--- config.mk ---
export PLATFORM = sky130hd
export DESIGN_NAME = lsu_flat
export DESIGN_NICKNAME = d
export VERILOG_FILES = /design/src/rtl/lsu_if.sv /design/src/rtl/lsu.sv /design/src/flat_wrapper.sv
export SDC_FILE = /design/constraint.sdc
export NUM_CORES = 1
export LEC_CHECK = 0
export ABC_AREA = 1
export CAP_MARGIN = 20
export CORE_ASPECT_RATIO = 0.75
export CORE_UTILIZATION = 48
export DETAILED_ROUTE_END_ITERATION = 6
export PLACE_DENSITY = 0.85
export SKIP_CTS_REPAIR_TIMING = 1
export SLEW_MARGIN = 0
export SYNTH_ARGS = -nofsm -noshare
export SYNTH_HDL_FRONTEND = slang
export SYNTH_SLANG_ARGS = --single-unit
--- constraint.sdc ---
create_clock -name clk -period 3.05 [get_ports clk]
set_input_delay 0.4575 -clock clk [delete_from_list [all_inputs] [get_ports clk]]
set_output_delay 0.4575 -clock clk [all_outputs]
set_load 0.005 [all_outputs]
--- src/rtl/lsu_if.sv ---
// Bundle between the execute stage, the data memory port and the writeback port of the lsu.
// The slave modport is the lsu's view of the bundle; the master modport is the view of whatever drives it.
interface lsu_if;
    logic        in_valid;
    logic        in_ready;
    logic        is_load;
    logic        is_store;
    logic [2:0]  funct3;
    logic [31:0] addr;
    logic [31:0] wdata;
    logic [4:0]  rd;
    logic        mem_req;
    logic        mem_we;
    logic [31:0] mem_addr;
    logic [31:0] mem_wdata;
    logic [3:0]  mem_wstrb;
    logic        mem_ack;
    logic [31:0] mem_rdata;
    logic        wb_valid;
    logic [4:0]  wb_rd;
    logic [31:0] wb_data;
    logic        misaligned;

    modport slave (
        input  in_valid, is_load, is_store, funct3, addr, wdata, rd, mem_ack, mem_rdata,
        output in_ready, mem_req, mem_we, mem_addr, mem_wdata, mem_wstrb,
        output wb_valid, wb_rd, wb_data, misaligned
    );

    modport master (
        output in_valid, is_load, is_store, funct3, addr, wdata, rd, mem_ack, mem_rdata,
        input  in_ready, mem_req, mem_we, mem_addr, mem_wdata, mem_wstrb,
        input  wb_valid, wb_rd, wb_data, misaligned
    );
endinterface

--- src/rtl/lsu.sv ---
// RV32I load/store unit: one outstanding memory op, IDLE -> REQ -> (RESP) -> IDLE.
// LSU_MISALIGN_TRAP_EN: misaligned ops raise a one-cycle misaligned pulse instead of being force-aligned.
module lsu (
    input  logic  clk,
    input  logic  rst,
    lsu_if.slave  io_bus
);
    typedef enum logic [1:0] {StIdle, StReq, StResp} state_e;

    state_e      r_state, w_state_next;
    logic        r_we;
    logic [31:0] r_addr, r_wdata, r_wb_data;
    logic [3:0]  r_wstrb;
    logic [4:0]  r_rd;
    logic [2:0]  r_funct3;
    logic [1:0]  r_lane;

    logic        w_accept, w_f3_ok, w_legal, w_misal, w_issue, w_trap;
    logic [31:0] w_align_addr, w_st_wdata, w_ld_data;
    logic [3:0]  w_st_wstrb;
    logic [7:0]  w_byte;
    logic [15:0] w_half;

    // Decode and store-data formatting for the op offered in IDLE.
    always_comb begin
        w_accept = io_bus.in_valid && (r_state == StIdle);
        w_f3_ok  = io_bus.is_load ? (io_bus.funct3 inside {3'b000, 3'b001, 3'b010, 3'b100, 3'b101})
                                  : (io_bus.funct3 inside {3'b000, 3'b001, 3'b010});
        w_legal  = (io_bus.is_load ^ io_bus.is_store) && w_f3_ok;
        w_misal  = ((io_bus.funct3[1:0] == 2'b01) && io_bus.addr[0]) ||
                   ((io_bus.funct3[1:0] == 2'b10) && (io_bus.addr[1:0] != 2'b00));
        case (io_bus.funct3[1:0])
            2'b01:   w_align_addr = {io_bus.addr[31:1], 1'b0};
            2'b10:   w_align_addr = {io_bus.addr[31:2], 2'b00};
            default: w_align_addr = io_bus.addr;
        endcase
        case (io_bus.funct3[1:0])
            2'b00: begin
                w_st_wdata = {4{io_bus.wdata[7:0]}};
                w_st_wstrb = 4'b0001 << w_align_addr[1:0];
            end
            2'b01: begin
                w_st_wdata = {2{io_bus.wdata[15:0]}};
                w_st_wstrb = 4'b0011 << w_align_addr[1:0];
            end
            default: begin
                w_st_wdata = io_bus.wdata;
                w_st_wstrb = 4'b1111;
            end
        endcase
`ifdef LSU_MISALIGN_TRAP_EN
        w_issue = w_accept && w_legal && !w_misal;
        w_trap  = w_accept && w_legal && w_misal;
`else
        w_issue = w_accept && w_legal;
        w_trap  = 1'b0;
`endif
    end

    // Load lane extraction from the returning word.
    always_comb begin
        w_byte = io_bus.mem_rdata[8*r_lane +: 8];
        w_half = r_lane[1] ? io_bus.mem_rdata[31:16] : io_bus.mem_rdata[15:0];
        case (r_funct3)
            3'b000:  w_ld_data = {{24{w_byte[7]}}, w_byte};
            3'b100:  w_ld_data = {24'b0, w_byte};
            3'b001:  w_ld_data = {{16{w_half[15]}}, w_half};
            3'b101:  w_ld_data = {16'b0, w_half};
            default: w_ld_data = io_bus.mem_rdata;
        endcase
    end

    always_comb begin
        w_state_next = r_state;
        case (r_state)
            StIdle:  if (w_issue) w_state_next = StReq;
            StReq:   if (io_bus.mem_ack) w_state_next = r_we ? StIdle : StResp;
            StResp:  w_state_next = StIdle;
            default: w_state_next = StIdle;
        endcase
    end

    always_ff @(posedge clk) begin
        if (rst) begin
            r_state   <= StIdle;
            r_we      <= 1'b0;
            r_addr    <= '0;
            r_wdata   <= '0;
            r_wstrb   <= '0;
            r_rd      <= '0;
            r_funct3  <= '0;
            r_lane    <= '0;
            r_wb_data <= '0;
        end else begin
            r_state <= w_state_next;
            if (w_issue) begin
                r_we     <= io_bus.is_store;
                r_addr   <= {w_align_addr[31:2], 2'b00};
                r_wdata  <= io_bus.is_store ? w_st_wdata : 32'b0;
                r_wstrb  <= io_bus.is_store ? w_st_wstrb : 4'b0000;
                r_rd     <= io_bus.rd;
                r_funct3 <= io_bus.funct3;
                r_lane   <= w_align_addr[1:0];
            end
            if ((r_state == StReq) && io_bus.mem_ack && !r_we) r_wb_data <= w_ld_data;
        end
    end

`ifdef LSU_MISALIGN_TRAP_EN
    logic r_misaligned;
    always_ff @(posedge clk) begin
        if (rst) r_misaligned <= 1'b0;
        else     r_misaligned <= w_trap;
    end
    assign io_bus.misaligned = r_misaligned;
`else
    assign io_bus.misaligned = w_trap;
`endif

    // Bus outputs are zeroed outside their owning state so reset/idle values are clean.
    assign io_bus.in_ready  = (r_state == StIdle);
    assign io_bus.mem_req   = (r_state == StReq);
    assign io_bus.mem_we    = (r_state == StReq) && r_we;
    assign io_bus.mem_addr  = (r_state == StReq) ? r_addr : 32'b0;
    assign io_bus.mem_wdata = (r_state == StReq) ? r_wdata : 32'b0;
    assign io_bus.mem_wstrb = (r_state == StReq) ? r_wstrb : 4'b0000;
    assign io_bus.wb_valid  = (r_state == StResp) && (r_rd != 5'd0);
    assign io_bus.wb_rd     = (r_state == StResp) ? r_rd : 5'd0;
    assign io_bus.wb_data   = (r_state == StResp) ? r_wb_data : 32'b0;
endmodule
--- src/flat_wrapper.sv ---
// flat-port wrapper written by rule: the top's interface ports become plain ports
module lsu_flat 
  (clk, rst, io_bus_in_valid, io_bus_is_load, io_bus_is_store, io_bus_funct3, io_bus_addr, io_bus_wdata, io_bus_rd, io_bus_mem_ack, io_bus_mem_rdata, io_bus_in_ready, io_bus_mem_req, io_bus_mem_we, io_bus_mem_addr, io_bus_mem_wdata, io_bus_mem_wstrb, io_bus_wb_valid, io_bus_wb_rd, io_bus_wb_data, io_bus_misaligned);
  lsu_if io_bus_i ();
  input  logic clk;
  input  logic rst;
  input wire logic [$bits(io_bus_i.in_valid)-1:0] io_bus_in_valid;
  input wire logic [$bits(io_bus_i.is_load)-1:0] io_bus_is_load;
  input wire logic [$bits(io_bus_i.is_store)-1:0] io_bus_is_store;
  input wire logic [$bits(io_bus_i.funct3)-1:0] io_bus_funct3;
  input wire logic [$bits(io_bus_i.addr)-1:0] io_bus_addr;
  input wire logic [$bits(io_bus_i.wdata)-1:0] io_bus_wdata;
  input wire logic [$bits(io_bus_i.rd)-1:0] io_bus_rd;
  input wire logic [$bits(io_bus_i.mem_ack)-1:0] io_bus_mem_ack;
  input wire logic [$bits(io_bus_i.mem_rdata)-1:0] io_bus_mem_rdata;
  output wire logic [$bits(io_bus_i.in_ready)-1:0] io_bus_in_ready;
  output wire logic [$bits(io_bus_i.mem_req)-1:0] io_bus_mem_req;
  output wire logic [$bits(io_bus_i.mem_we)-1:0] io_bus_mem_we;
  output wire logic [$bits(io_bus_i.mem_addr)-1:0] io_bus_mem_addr;
  output wire logic [$bits(io_bus_i.mem_wdata)-1:0] io_bus_mem_wdata;
  output wire logic [$bits(io_bus_i.mem_wstrb)-1:0] io_bus_mem_wstrb;
  output wire logic [$bits(io_bus_i.wb_valid)-1:0] io_bus_wb_valid;
  output wire logic [$bits(io_bus_i.wb_rd)-1:0] io_bus_wb_rd;
  output wire logic [$bits(io_bus_i.wb_data)-1:0] io_bus_wb_data;
  output wire logic [$bits(io_bus_i.misaligned)-1:0] io_bus_misaligned;
  assign io_bus_i.in_valid = io_bus_in_valid;
  assign io_bus_i.is_load = io_bus_is_load;
  assign io_bus_i.is_store = io_bus_is_store;
  assign io_bus_i.funct3 = io_bus_funct3;
  assign io_bus_i.addr = io_bus_addr;
  assign io_bus_i.wdata = io_bus_wdata;
  assign io_bus_i.rd = io_bus_rd;
  assign io_bus_i.mem_ack = io_bus_mem_ack;
  assign io_bus_i.mem_rdata = io_bus_mem_rdata;
  assign io_bus_in_ready = io_bus_i.in_ready;
  assign io_bus_mem_req = io_bus_i.mem_req;
  assign io_bus_mem_we = io_bus_i.mem_we;
  assign io_bus_mem_addr = io_bus_i.mem_addr;
  assign io_bus_mem_wdata = io_bus_i.mem_wdata;
  assign io_bus_mem_wstrb = io_bus_i.mem_wstrb;
  assign io_bus_wb_valid = io_bus_i.wb_valid;
  assign io_bus_wb_rd = io_bus_i.wb_rd;
  assign io_bus_wb_data = io_bus_i.wb_data;
  assign io_bus_misaligned = io_bus_i.misaligned;
  lsu u_core (.clk(clk), .rst(rst), .io_bus(io_bus_i));
endmodule
======== Yosys cells after proc, flatten, opt, wreduce, memory -nomap -nowiden ========
Index checks and enable logic that the tools add are counted.
word-level totals
  flip-flop bits (word level) ............. 111
  output and inout bits ................... 110
  word-level logic and storage cells ...... 59
cells by class
  equal/unequal tests ..................... 13
  shift-type cells ........................ 3
  mux-type cells .......................... 17
  bitwise logic cells ..................... 1
  reductions and logical operators ........ 16
operator list
  kind                 number
  $mux 32              4
  $pmux 32 s4          1
  $pmux 32 s2          1
  $shiftx 32x6->8      1
  $mux 16              1
  $eq 3x3->1 const B   4
  $reduce_bool 5->1    2
  $mux 4               2
  $pmux 2 s2           2
  $pmux 4 s2           1
  $logic_and 1x1->1    7
  $eq 3x1->1 const B   2
  $logic_not 3->1      2
  $mux 2               3
  $mux 5               1
  $eq 2x1->1 const B   2
  $eq 2x2->1 const B   2
  $logic_not 2->1      2
  $shl 1x2->4 const A  1
  $shl 2x2->4 const A  1
  $eq 3x2->1 const B   1
  $reduce_bool 3->1    1
  $ne 2x1->1 const B   1
  $ne 2x2->1 const B   1
  other kinds (4)      4

======== Depth between registers and ports, before layout ========
  depth in word-level cells ............... 7
  mapped depth ............................ 12
  depth with buffers taken out ............ 9

======== Least setup slack after synthesis ========
No wires, ideal clock.
  path type ............................... in2reg
  from .................................... input io_bus_funct3[0]
  to ...................................... register u_core.r_lane[1]
  setup time .............................. 0.129 ns
  arrival ................................. 1.674 ns
  required time ........................... 2.921 ns
  setup slack ............................. 1.246 ns
  cell stages on the path ................. 11
  buffers on the path ..................... 3
  path through ............................ inv_1 ha_1 buf_2 nor2_4 nand2_1 nand2_1 inv_2 nand3_2 buf_4 buf_4 a21oi_1
on the way
  cells in the longest elaborated chain, start to end .. 5
  elaborated cells on any way between the ends .. 13
RTL lines
  item                                                           line                  text
  start: declaration                                             flat_wrapper.sv:10    input wire logic [$bits(io_bus_i.funct3)-1:0] io_bus_funct3;
  $eq 3x1->1 (tied with other cells)                             lsu.sv:27, lsu.sv:28
  $reduce_bool 5->1 / $reduce_bool 3->1 (equally long branches)  lsu.sv:27, lsu.sv:28
  $mux 1                                                         lsu.sv:27             w_f3_ok = io_bus.is_load ? (io_bus.funct3 inside {3'b000, 3'b001, 3'b010, 3'b100, 3'b101})
  $logic_and 1x1->1                                              lsu.sv:29             w_legal = (io_bus.is_load ^ io_bus.is_store) && w_f3_ok;
  $logic_and 1x1->1                                              lsu.sv:55             w_issue = w_accept && w_legal;
  end signal: assignment                                         lsu.sv:103            r_lane <= w_align_addr[1:0];
  end: declaration                                               lsu.sv:16             logic [1:0] r_lane;
Parallel ways exist; a longest one is shown, timed or not.
A chain may end at the register's enable or synchronous reset.

======== Worst setup path in the final report ========
  from .................................... register u_core.r_state[1]
  to ...................................... output io_bus_wb_rd[4]
on the way
  cells in the longest elaborated chain, start to end .. 2
RTL lines
  item                      line                text
  start: declaration        lsu.sv:10           state_e r_state, w_state_next;
  start signal: assignment  lsu.sv:85           r_state <= StIdle;
  start signal: assignment  lsu.sv:95           r_state <= w_state_next;
  $eq 2x2->1                lsu.sv:128          assign io_bus.wb_rd = (r_state == StResp) ? r_rd : 5'd0;
  $mux 5                    lsu.sv:128
  end: declaration          flat_wrapper.sv:23  output wire logic [$bits(io_bus_i.wb_rd)-1:0] io_bus_wb_rd;
No other way between the ends.

==> results.toml <==
[critical_path]
required_ps = 2590
cpPeakStageDelay_ps = 530
cp_cell_sequence = "inv_1 > nor2_1 > inv_2 > nor2_1 > clkdlybuf4s50_1"
cp_slowest_cell = "clkdlybuf4s50_1"
endpoint_kind = "output pin"
critPathKind = "flop to output pin"
crit_fanout = 37
arrival_ps = 2090
cpMostUsedCell = "nor2_1"
critPathLaunchType = "flop"

[timing]
fin_skew_ps = 8.11
rsz0062_at_grt = "no"
final_hold_viol_count = 0
fin_ws_ps = 500
post-route-min-period_ps = 2550
setup_viol = 0
final.setup.tns_ps = 0
fmax_ghz = 0.392
min_period_over_period_pct = 83.6
tightest_slew_ps = 703
relSlewSlack_pct = 53.1
slew_violations = 0

[placement]
place_hpwl_um = 12800
gp_congestion = 0.938
place_ws_ps = 484
placed_cells = 1340
numPortBuffers = 216

[finish]
finalNetCount = 1299
antennaDiodeCount = 0
layout.cells.non_filler = 1356
regArea_um2 = 2220
n_fill_cell = 1097
multiInputGateArea_um2 = 2840
drive_gt1_share_pct = 3.95
syn_to_final_growth_pct = 41.1

[grt]
grt-ovfl-total = 0
antenna_found_initial = 0
grt_pass1_wl_um = 28900
grt_pass1_vias = 5883
grt_usage_pct = 27.6
grt_max_degree = 64

[synth]
ys_seq_elements = 111
synth_most_common_cell = "nor2_1"
yosysTopAreaCellShare_pct = 36.9
ys_warn_count = 0
synthCells = 1004
synth_top_area_cell = "dfxtp_1"
synth_area_leaders = "dfxtp_1 (37%), nor2_1 (13%), nand2_1 (12%)"
syn_avg_cell_area_um2 = 6.00
syn_area_um2 = 6020
synth-edff-count = 0
synthFlopType = "dfxtp_1"
ys_top_cells_by_count = "nor2_1 (214), nand2_1 (194), inv_1 (168), dfxtp_1 (111), a21oi_1 (93)"
synth_cell_type_count = 24
seq_area_frac_synth_pct = 36.9
synthArstFlopShare_pct = 0

[die]
die_w_um = 131
pin_count = 220
start_util_pct = 49.1
die_area_um2 = 13000
num_rows = 35
die_h_um = 99.0
core_um2 = 12300

[power_and_ir_drop]
power.density_nw_per_um2 = 383
p_sw_mw = 0.914
power_frac_seq_pct = 47.7
power.share.clock_pct = 33.7
vdd_ir_drop_max_mv = 0.283
pwr-share-comb_pct = 18.6
swShare_pct = 28.1
leakagePower_nw = 3.46
power.internal_mw = 2.34
power_mw = 3.25

[cts]
h-tree-depth = 3
clk_pin_slew_ps = 70
cts_buffers = 9
cts.sinks = 111
clock_tree.buffer_depth = 2
cts_root_buf = "clkbuf_16"
cts_tree = "yes"
clkLatencyLatePin_ps = 340

[hold_path]
hold_path.class = "flop to flop"

[detailed_routing]
drtPass1Iterations = 5
detail_route.vias_per_cell = 4.89
ant_nets = 0
wl_um = 17900
wl_per_cell_um = 13.2
drt_iter0_markers = 474
drc = 0
vias = 6635

[run]
maxCapViolCount = 0

[outcome]
status = "finished, final reports clean"
final cells by class:
class                   count  area share (%)
inverters                 181            7.99
well taps                 166            2.44
clock inverters             5           0.486
repair buffers            228            26.7
clock buffers              11            2.74
multi-input cells         654            33.5
flip-flops and latches    111            26.1
power by group through the flow:
stage	clock (mW)	combinational [mW]	sequential (mW)
2_1_floorplan	0	0.349	1.57
3_3_place_gp	0	0.592	1.58
3_5_place_dp	0	0.598	1.58
4_1_cts	1.12	0.601	1.55
5_1_grt	1.18	0.674	1.56
6_report	1.10	0.606	1.55
per-layer routing:
layer | part of all wire (%) | global-route usage, %
met1 | 46 | 37.6
met2 | 43 | 42.6
met3 | 9.5 | 8.69
met4 | 1.3 | 6.62
met5 | 0 | 0
per-stage QoR:
| stage | util, % | hold slack (ps) | cell area [um^2] |
|---|---|---|---|
| floorplan | - | 440 | 6030 |
| global placement | 67.1 | 451 | 8230 |
| detailed placement | 67.1 | 457 | 8230 |
| CTS | 69.3 | 467 | 8500 |
| global route | 69.3 | 480 | 8500 |
| finish | 69.3 | 462 | 8500 |
cell usage in the layout (no fill, tap or decap), types with 9 or more instances in the layout:
master	count
a21oi_1	93
buf_4	10
clkbuf_16	9
clkdlybuf4s50_1	215
dfxtp_1	111
inv_1	168
inv_2	12
nand2_1	193
nand3_1	29
nor2_1	214
o21ai_0	44
o21ai_1	55
worst max-delay path: cells and delay by family (launching register included):
kind | cells | cell delay [ps]
buffers and inverters | 3 | 920
and+or+nand+nor | 2 | 500
DFF | 1 | 330
final timing paths:
check	from	end	slack, ps	depth (start not counted)
max reg2reg	u_core.r_lane[1]$_SDFFE_PP0P_	u_core.r_wb_data[30]$_SDFFE_PP0P_	1110	7
min	u_core.r_wdata[17]$_SDFFE_PP0P_	u_core.r_wdata[17]$_SDFFE_PP0P_	460	2
max	u_core.r_state[1]$_SDFFE_PP0P_	io_bus_wb_rd[4]	500	5
min reg2reg	u_core.r_wdata[17]$_SDFFE_PP0P_	u_core.r_wdata[17]$_SDFFE_PP0P_	460	2
state kept, by name (all words and copies together) (netlist names):
name              flops
u_core.r_funct3       3
u_core.r_state        2
u_core.r_lane         2
u_core.r_wb_data     32
u_core.r_we           1
u_core.r_wstrb        4
u_core.r_addr        30
u_core.r_rd           5
u_core.r_wdata       32
cells by family after synthesis:
| group | count (synthesis) | share of synthesized area [%] |
|---|---|---|
| adder cells (fa/ha/maj) | 4 | 0.831 |
| other | 1 | 0.0622 |
| buffers and inverters | 241 | 16.1 |
| flip-flops | 111 | 36.9 |
| AO/OA/AOI/OAI | 198 | 16.7 |
| AND/OR/NAND/NOR | 449 | 29.4 |
Note: power is estimated with default switching activity, not from simulation.
